`config.mk`:
```
export PLATFORM = sky130hd
export DESIGN_NAME = multicycle_maindec_flat
export DESIGN_NICKNAME = d
export VERILOG_FILES = /design/src/rtl/multicycle_maindec_if.sv /design/src/rtl/multicycle_maindec.sv /design/src/flat_wrapper.sv
export SDC_FILE = /design/constraint.sdc
export NUM_CORES = 1
export LEC_CHECK = 0
export ABC_AREA = 1
export CAP_MARGIN = 30
export CORE_UTILIZATION = 60
export CTS_CLUSTER_DIAMETER = 80
export DETAILED_ROUTE_END_ITERATION = 12
export DONT_BUFFER_PORTS = 1
export PLACE_DENSITY = 0.79
export SLEW_MARGIN = 15
export SYNTH_ARGS = -nofsm -noshare
export SYNTH_HDL_FRONTEND = slang
export SYNTH_SLANG_ARGS = --single-unit
```
`constraint.sdc`:
```
create_clock -name clk -period 3.9 [get_ports clk]
set_input_delay 0.39 -clock clk [delete_from_list [all_inputs] [get_ports clk]]
set_output_delay 0.39 -clock clk [all_outputs]
set_load 0.05 [all_outputs]
```
`src/rtl/multicycle_maindec_if.sv`:
```
// Control bus between the multicycle main decoder and its datapath.
//
// Decoder inputs (driven by the datapath / instruction register side):
//   op        [6:0]  opcode field of the instruction register
//   funct3    [2:0]  funct3 field of the instruction register
//   mem_ready        memory completes its access this cycle
//
// Decoder outputs (consumed by the datapath):
//   PCUpdate, IRWrite, MemWrite, RegWrite, Branch   write/branch strobes
//   AdrSrc           memory address select, 0 = PC, 1 = ALU result register
//   ResultSrc [1:0]  result mux select
//   ALUSrcA   [1:0]  00 PC, 01 oldPC, 10 rs1, 11 zero
//   ALUSrcB   [1:0]  ALU operand B select
//   ALUOp     [1:0]  ALU operation class
//   ImmSrc    [2:0]  000 I, 001 S, 010 B, 011 J, 100 U, 111 none
//   BranchCond[2:0]  funct3 forwarded to the branch comparator while Branch=1
//
// The decoder connects through the slave modport; the datapath (or a bench)
// connects through the master modport.
interface multicycle_maindec_if;
    logic [6:0] op;
    logic [2:0] funct3;
    logic       mem_ready;

    logic       PCUpdate;
    logic       IRWrite;
    logic       MemWrite;
    logic       RegWrite;
    logic       Branch;
    logic       AdrSrc;
    logic [1:0] ResultSrc;
    logic [1:0] ALUSrcA;
    logic [1:0] ALUSrcB;
    logic [1:0] ALUOp;
    logic [2:0] ImmSrc;
    logic [2:0] BranchCond;

    modport master (
        output op, funct3, mem_ready,
        input  PCUpdate, IRWrite, MemWrite, RegWrite, Branch, AdrSrc,
        input  ResultSrc, ALUSrcA, ALUSrcB, ALUOp, ImmSrc, BranchCond
    );

    modport slave (
        input  op, funct3, mem_ready,
        output PCUpdate, IRWrite, MemWrite, RegWrite, Branch, AdrSrc,
        output ResultSrc, ALUSrcA, ALUSrcB, ALUOp, ImmSrc, BranchCond
    );
endinterface

```
`src/rtl/multicycle_maindec.sv`:
```
// Main control decoder for a multicycle RV32 subset datapath.
//
// A Moore FSM steps each instruction through fetch, decode and its execute
// states, driving the datapath selects and write strobes over the control
// bus. It also counts retired instructions and flags unsupported opcodes.
//
// Parameters:
//   MEM_WAIT    1 = FETCH/MEMREAD/MEMWRITE hold until mem_ready,
//               0 = mem_ready ignored (memory always ready)
//   FULL_BRANCH 1 = branch funct3 000/001/100/101/110/111 accepted,
//               0 = only 000/100 accepted
//   CNT_W       width of the retired-instruction counter
//
// Ports:
//   clk            rising-edge clock
//   resetn         synchronous active-low reset
//   bus            control bus (slave side), see multicycle_maindec_if
//   illegal_instr  sticky, set once an unsupported instruction is decoded
//   instr_done     one-cycle pulse in the final state of each instruction
//   instret        retired-instruction count, wraps modulo 2^CNT_W
//
// state    | meaning
// ---------+--------------------------------------------------------------
// FETCH    | read instruction at PC, PC <= PC+4 when memory is ready
// DECODE   | read registers, compute branch/jump target oldPC+imm
// MEMADR   | compute load/store address rs1+imm
// MEMREAD  | load data read, waits for memory
// MEMWB    | write load data to rd, instruction retires
// MEMWRITE | store data write, waits for memory, retires on ready
// EXECR    | ALU op rs1,rs2
// EXECI    | ALU op rs1,imm
// ALUWB    | write ALU result to rd, instruction retires
// BRANCH   | compare rs1/rs2, PC <= target if taken, instruction retires
// JAL      | PC <= target, ALU forms oldPC+4 for the link register
// LUI      | ALU forms 0+imm
// ILLEGAL  | unsupported instruction, parked until reset
module multicycle_maindec #(
    parameter int MEM_WAIT    = 1,
    parameter int FULL_BRANCH = 1,
    parameter int CNT_W       = 32
) (
    input  logic             clk,
    input  logic             resetn,
    multicycle_maindec_if.slave bus,
    output logic             illegal_instr,
    output logic             instr_done,
    output logic [CNT_W-1:0] instret
);

    localparam logic [6:0] OP_LOAD   = 7'b0000011;
    localparam logic [6:0] OP_STORE  = 7'b0100011;
    localparam logic [6:0] OP_RTYPE  = 7'b0110011;
    localparam logic [6:0] OP_ITYPE  = 7'b0010011;
    localparam logic [6:0] OP_BRANCH = 7'b1100011;
    localparam logic [6:0] OP_JAL    = 7'b1101111;
    localparam logic [6:0] OP_LUI    = 7'b0110111;

    typedef enum logic [3:0] {
        FETCH,
        DECODE,
        MEMADR,
        MEMREAD,
        MEMWB,
        MEMWRITE,
        EXECR,
        EXECI,
        ALUWB,
        BRANCH,
        JAL,
        LUI,
        ILLEGAL
    } state_t;

    state_t     state;
    state_t     nxt;
    logic       mem_rdy;

    // Registered per-state outputs, loaded from the next state so they line
    // up with the state register.
    logic       adrsrc_q;
    logic [1:0] resultsrc_q;
    logic [1:0] alusrca_q;
    logic [1:0] alusrcb_q;
    logic [1:0] aluop_q;
    logic       fetch_q;
    logic       memwr_q;
    logic       regwr_q;
    logic       branch_q;
    logic       jal_q;
    logic       done_q;
    logic       illegal_q;

    assign mem_rdy = (MEM_WAIT != 0) ? bus.mem_ready : 1'b1;

    function automatic logic branch_ok(input logic [2:0] f3);
        if (FULL_BRANCH != 0) begin
            return !((f3 == 3'b010) || (f3 == 3'b011));
        end
        return (f3 == 3'b000) || (f3 == 3'b100);
    endfunction

    always_comb begin
        nxt = state;
        case (state)
            FETCH: begin
                if (mem_rdy) nxt = DECODE;
            end
            DECODE: begin
                case (bus.op)
                    OP_LOAD, OP_STORE: nxt = MEMADR;
                    OP_RTYPE:          nxt = EXECR;
                    OP_ITYPE:          nxt = EXECI;
                    OP_BRANCH:         nxt = branch_ok(bus.funct3) ? BRANCH : ILLEGAL;
                    OP_JAL:            nxt = JAL;
                    OP_LUI:            nxt = LUI;
                    default:           nxt = ILLEGAL;
                endcase
            end
            MEMADR:   nxt = (bus.op == OP_LOAD) ? MEMREAD : MEMWRITE;
            MEMREAD: begin
                if (mem_rdy) nxt = MEMWB;
            end
            MEMWRITE: begin
                if (mem_rdy) nxt = FETCH;
            end
            MEMWB, ALUWB, BRANCH:   nxt = FETCH;
            EXECR, EXECI, LUI, JAL: nxt = ALUWB;
            ILLEGAL:                nxt = ILLEGAL;
            default:                nxt = FETCH;
        endcase
    end

    always_ff @(posedge clk) begin
        if (!resetn) begin
            state       <= FETCH;
            instret     <= '0;
            illegal_q   <= 1'b0;
            adrsrc_q    <= 1'b0;
            resultsrc_q <= 2'b10;
            alusrca_q   <= 2'b00;
            alusrcb_q   <= 2'b10;
            aluop_q     <= 2'b00;
            fetch_q     <= 1'b1;
            memwr_q     <= 1'b0;
            regwr_q     <= 1'b0;
            branch_q    <= 1'b0;
            jal_q       <= 1'b0;
            done_q      <= 1'b0;
        end else begin
            state <= nxt;
            if (instr_done) begin
                instret <= instret + {{(CNT_W-1){1'b0}}, 1'b1};
            end

            adrsrc_q    <= 1'b0;
            resultsrc_q <= 2'b00;
            alusrca_q   <= 2'b00;
            alusrcb_q   <= 2'b00;
            aluop_q     <= 2'b00;
            fetch_q     <= 1'b0;
            memwr_q     <= 1'b0;
            regwr_q     <= 1'b0;
            branch_q    <= 1'b0;
            jal_q       <= 1'b0;
            done_q      <= 1'b0;
            illegal_q   <= illegal_q || (nxt == ILLEGAL);

            case (nxt)
                FETCH: begin
                    resultsrc_q <= 2'b10;
                    alusrcb_q   <= 2'b10;
                    fetch_q     <= 1'b1;
                end
                DECODE: begin
                    alusrca_q <= 2'b01;
                    alusrcb_q <= 2'b01;
                end
                MEMADR: begin
                    alusrca_q <= 2'b10;
                    alusrcb_q <= 2'b01;
                end
                MEMREAD: begin
                    adrsrc_q <= 1'b1;
                end
                MEMWB: begin
                    resultsrc_q <= 2'b01;
                    regwr_q     <= 1'b1;
                    done_q      <= 1'b1;
                end
                MEMWRITE: begin
                    adrsrc_q <= 1'b1;
                    memwr_q  <= 1'b1;
                end
                EXECR: begin
                    alusrca_q <= 2'b10;
                    aluop_q   <= 2'b10;
                end
                EXECI: begin
                    alusrca_q <= 2'b10;
                    alusrcb_q <= 2'b01;
                    aluop_q   <= 2'b10;
                end
                ALUWB: begin
                    regwr_q <= 1'b1;
                    done_q  <= 1'b1;
                end
                BRANCH: begin
                    alusrca_q <= 2'b10;
                    aluop_q   <= 2'b01;
                    branch_q  <= 1'b1;
                    done_q    <= 1'b1;
                end
                JAL: begin
                    alusrca_q <= 2'b01;
                    alusrcb_q <= 2'b10;
                    jal_q     <= 1'b1;
                end
                LUI: begin
                    alusrca_q <= 2'b11;
                    alusrcb_q <= 2'b01;
                end
                default: begin
                end
            endcase
        end
    end

    // Strobes that depend on the memory handshake are qualified with
    // mem_ready in the same cycle; everything is forced to the idle FETCH
    // picture while resetn is low so no write leaks out during reset.
    assign bus.IRWrite    = resetn && fetch_q && mem_rdy;
    assign bus.PCUpdate   = resetn && ((fetch_q && mem_rdy) || jal_q);
    assign bus.MemWrite   = resetn && memwr_q;
    assign bus.RegWrite   = resetn && regwr_q;
    assign bus.Branch     = resetn && branch_q;
    assign bus.BranchCond = (resetn && branch_q) ? bus.funct3 : 3'b000;
    assign bus.AdrSrc     = resetn && adrsrc_q;
    assign bus.ResultSrc  = resetn ? resultsrc_q : 2'b10;
    assign bus.ALUSrcA    = resetn ? alusrca_q   : 2'b00;
    assign bus.ALUSrcB    = resetn ? alusrcb_q   : 2'b10;
    assign bus.ALUOp      = resetn ? aluop_q     : 2'b00;

    assign instr_done    = resetn && (done_q || (memwr_q && mem_rdy));
    assign illegal_instr = illegal_q;

    // Immediate format follows the opcode in every state.
    always_comb begin
        case (bus.op)
            OP_LOAD, OP_ITYPE: bus.ImmSrc = 3'b000;
            OP_STORE:          bus.ImmSrc = 3'b001;
            OP_BRANCH:         bus.ImmSrc = 3'b010;
            OP_JAL:            bus.ImmSrc = 3'b011;
            OP_LUI:            bus.ImmSrc = 3'b100;
            default:           bus.ImmSrc = 3'b111;
        endcase
    end

endmodule

```
`src/flat_wrapper.sv`:
```
// flat-port wrapper written by rule: the top's interface ports become plain ports
module multicycle_maindec_flat 
#(
    parameter int MEM_WAIT    = 1,
    parameter int FULL_BRANCH = 1,
    parameter int CNT_W       = 32
)
  (clk, resetn, illegal_instr, instr_done, instret, bus_op, bus_funct3, bus_mem_ready, bus_PCUpdate, bus_IRWrite, bus_MemWrite, bus_RegWrite, bus_Branch, bus_AdrSrc, bus_ResultSrc, bus_ALUSrcA, bus_ALUSrcB, bus_ALUOp, bus_ImmSrc, bus_BranchCond);
  multicycle_maindec_if bus_i ();
  input  logic clk;
  input  logic resetn;
  output logic illegal_instr;
  output logic instr_done;
  output logic [CNT_W-1:0] instret;
  input wire logic [$bits(bus_i.op)-1:0] bus_op;
  input wire logic [$bits(bus_i.funct3)-1:0] bus_funct3;
  input wire logic [$bits(bus_i.mem_ready)-1:0] bus_mem_ready;
  output wire logic [$bits(bus_i.PCUpdate)-1:0] bus_PCUpdate;
  output wire logic [$bits(bus_i.IRWrite)-1:0] bus_IRWrite;
  output wire logic [$bits(bus_i.MemWrite)-1:0] bus_MemWrite;
  output wire logic [$bits(bus_i.RegWrite)-1:0] bus_RegWrite;
  output wire logic [$bits(bus_i.Branch)-1:0] bus_Branch;
  output wire logic [$bits(bus_i.AdrSrc)-1:0] bus_AdrSrc;
  output wire logic [$bits(bus_i.ResultSrc)-1:0] bus_ResultSrc;
  output wire logic [$bits(bus_i.ALUSrcA)-1:0] bus_ALUSrcA;
  output wire logic [$bits(bus_i.ALUSrcB)-1:0] bus_ALUSrcB;
  output wire logic [$bits(bus_i.ALUOp)-1:0] bus_ALUOp;
  output wire logic [$bits(bus_i.ImmSrc)-1:0] bus_ImmSrc;
  output wire logic [$bits(bus_i.BranchCond)-1:0] bus_BranchCond;
  assign bus_i.op = bus_op;
  assign bus_i.funct3 = bus_funct3;
  assign bus_i.mem_ready = bus_mem_ready;
  assign bus_PCUpdate = bus_i.PCUpdate;
  assign bus_IRWrite = bus_i.IRWrite;
  assign bus_MemWrite = bus_i.MemWrite;
  assign bus_RegWrite = bus_i.RegWrite;
  assign bus_Branch = bus_i.Branch;
  assign bus_AdrSrc = bus_i.AdrSrc;
  assign bus_ResultSrc = bus_i.ResultSrc;
  assign bus_ALUSrcA = bus_i.ALUSrcA;
  assign bus_ALUSrcB = bus_i.ALUSrcB;
  assign bus_ALUOp = bus_i.ALUOp;
  assign bus_ImmSrc = bus_i.ImmSrc;
  assign bus_BranchCond = bus_i.BranchCond;
  multicycle_maindec #(.MEM_WAIT(MEM_WAIT), .FULL_BRANCH(FULL_BRANCH), .CNT_W(CNT_W)) u_core (.clk(clk), .resetn(resetn), .bus(bus_i), .illegal_instr(illegal_instr), .instr_done(instr_done), .instret(instret));
endmodule
```
==> results.ini <==
[grt]
use_met2_pct = 46.9
antenna_found_initial = 0
grt_max_degree = 43
grt.busiest_layer = met2
grt_usage_pct = 25.9
grt_pass1_vias = 2535
grt_pass1_wl_mm = 10.7
overflow = 0
use_met1_pct = 29.7
grt_use_met3_pct = 5.49

[timing]
worstMarginPinSlew_ps = 947
fin_worst_skew_ps = 6.93
finalHoldViolations = 0
rsz0062_at_grt = false
drv_slew = 0
period_needed_ps = 2220
tns_ps = 0
fmax_mhz = 451
relSlewSlack_pct = 36.5
period_share_pct = 56.8
setup_violations = 0

[clock_network]
post_cts_buffers = 0
clock_sinks = 51
cts.clk_slew.worst_paths_ps = 90
htreeDepth = 2
insertion_delay_ps = 300
cts.hold.buffers_added = 0
cts_tree = built
cts_resized = 0
clockBufferDepth = 2
cts_buffers = 5
cts-root-buf = clkbuf_8

[floorplan]
ios = 67
chipWidth_microns = 71.2
die_y_microns = 71.2
core_area_sq_um = 4470
fp-row-count = 24
initial_core_util_pct = 64.3
fp.dieArea_sq_um = 5070

[routing]
drt-wirelength-per-cell_microns = 12.7
drtIter0Drc = 163
ant_nets = 0
via_per_inst = 5.54
drt_wl_total_mm = 6.21
vias = 2713
drc_errors = 4
drtPass1Iterations = 8

[critical_path]
cp-start-kind = flip-flop
cp_max_fo = 4
rrSetupSlack_ps = 1680
timing.rr.end = u_core.instret[28]$_SDFFE_PN0P_
r2r-start = u_core.instret[12]$_SDFFE_PN0P_
critical_path_class = reg -> reg
cp-end-kind = flip-flop
ff2ff_path_depth = 9
crit_required_ps = 4100
critPathArrivalTime_ps = 2420

[synth]
synth_warnings = 0
syn_area_sq_um = 2880
synth-seq-cells = 51
synth-seq-area-share_pct = 35.5
synth_nets = 451
avgSynthCellArea_sq_um = 6.58
syn_inst = 437
ys_types = 37

[layout]
fin_nets = 451
fill_cells = 391
layout_common_cells = nand2_1, inv_1, dfxtp_1, nor2_1
diodes = 0
layout_commonest_cell = nand2_1
drive_gt1_share_pct = 9.13
syn_to_final_growth_pct = 5.57

[power]
p_per_area_nw_per_um2 = 350
peakVddDrop_mv = 0.193
p_total_uw = 1060
power_leakage_uw = 0.00130

[placed_design]
port_buffers = 0
gp_routability_congestion = 0.925
place_hpwl_mm = 4.62

[hold_path]
hold_depth = 1
min_from = resetn
min_to = u_core.fetch_q$_SDFF_PN1_
worst_hold_path_type = in -> reg

[run_status]
violations = DRC
status = complete, but fails checks

[flow_run]
drv_cap = 0

worst max-delay path, cell delays in order (launching register included):
cell and delay (ps):
dfxtp_1 690, nand2_1 210, nor2_1 290, inv_1 90, nor2_1 230, nand4_1 140
nor2_1 160, nand2_1 90, o21ai_0 150, a21oi_1 50
report_power, final:
| part | internal, uW | leakage (uW) | switching [uW] | total, uW |
|---|---|---|---|---|
| logic | 21.5 | 0.000824 | 67.9 | 89.4 |
| clock network | 256 | 0.0000644 | 176 | 432 |
| registers | 531 | 0.000413 | 10.4 | 541 |
cells by family (layout without fill, tap and decap cells):
group                      Yosys count  in the layout  synth area share, %
AOI/OAI and AO/OA                   60             60                 11.7
adders and majority gates            1              1                0.435
and+or+nand+nor                    237            237                 38.7
buffers and inverters               79             80                 11.0
xor gates and xnor gates             9              9                 2.74
DFF                                 51             51                 35.5
cells in the mapped netlist:
library cell | number | area share, %
a211oi_2 | 1 | 0.44
xor2_1 | 5 | 1.5
o21ai_1 | 2 | 0.35
clkbuf_8 | 1 | 0.48
buf_2 | 1 | 0.17
nand4_1 | 13 | 2.8
nand2_2 | 5 | 1.1
buf_4 | 2 | 0.52
o21ai_0 | 20 | 3.5
nor3_1 | 13 | 2.3
nand3b_1 | 1 | 0.26
nor2_1 | 49 | 6.4
ha_1 | 1 | 0.44
inv_2 | 3 | 0.39
xnor2_1 | 4 | 1.2
nor3b_2 | 1 | 0.44
inv_1 | 68 | 8.9
o21a_1 | 1 | 0.26
nor4_1 | 4 | 0.87
a21o_1 | 2 | 0.52
clkbuf_1 | 4 | 0.52
dfxtp_1 | 51 | 36
nor2_2 | 5 | 1.1
nand2_1 | 105 | 14
nand3_1 | 26 | 4.5
o211ai_1 | 2 | 0.52
a21oi_1 | 26 | 4.5
nor3b_1 | 1 | 0.26
o22ai_1 | 2 | 0.44
nor3_2 | 3 | 1.0
a32oi_1 | 1 | 0.30
a31oi_1 | 1 | 0.22
nand3_2 | 5 | 1.7
or2_2 | 3 | 0.65
o21ai_2 | 2 | 0.61
nor2_4 | 1 | 0.39
nor3_4 | 2 | 1.1
worst max path at each step:
stage | slack [ps] | end | from
2_1_floorplan | 1750 | bus_ImmSrc[0] | bus_op[1]
3_3_place_gp | 1770 | u_core.instret[20]$_SDFFE_PN0P_ | u_core.instret[0]$_SDFFE_PN0P_
3_5_place_dp | 1730 | u_core.instret[20]$_SDFFE_PN0P_ | u_core.instret[0]$_SDFFE_PN0P_
4_1_cts | 1690 | u_core.instret[28]$_SDFFE_PN0P_ | u_core.instret[12]$_SDFFE_PN0P_
5_1_grt | 1390 | u_core.instret[28]$_SDFFE_PN0P_ | u_core.instret[12]$_SDFFE_PN0P_
6_report | 1680 | u_core.instret[28]$_SDFFE_PN0P_ | u_core.instret[12]$_SDFFE_PN0P_
cell type report:
type                            instances  area [sq um]  share of cell area, %
Inverter                               71           267                   8.78
Tap cell                               52          65.1                   2.14
Clock inverter                          3          67.6                   2.23
Multi-Input combinational cell        307          1540                   50.7
Clock buffer                            5          68.8                   2.27
Timing Repair Buffer                    1          7.51                  0.247
Sequential cell                        51          1020                   33.6
layer usage:
layer	wire, microns	share of wire [%]
met1	2650	43
met2	3080	50
met3	330	5.3
met4	142	2.3
met5	0	0
metrics by stage:
step	std cells	util, %	hold slack (ps)	setup WS, ps	area, sq um
final	490	67.8	157	1680	3040
after floorplan	437	-	531	1750	2880
after global placement	482	64.8	466	1770	2900
after CTS	490	67.8	149	1690	3040
after detailed placement	482	64.8	466	1730	2900
after global routing	490	67.8	147	1390	3040
flip-flops by register name, summed over array words and instances, names as in the netlist:
signal	cells
u_core.adrsrc_q	1
u_core.aluop_q	1
u_core.alusrca_q	2
u_core.alusrcb_q	2
u_core.branch_q	1
u_core.done_q	1
u_core.fetch_q	1
u_core.illegal_instr	1
u_core.instret	32
u_core.jal_q	1
u_core.memwr_q	1
u_core.regwr_q	1
u_core.resultsrc_q	2
u_core.state	4
Power figures use the tool's default switching activity.
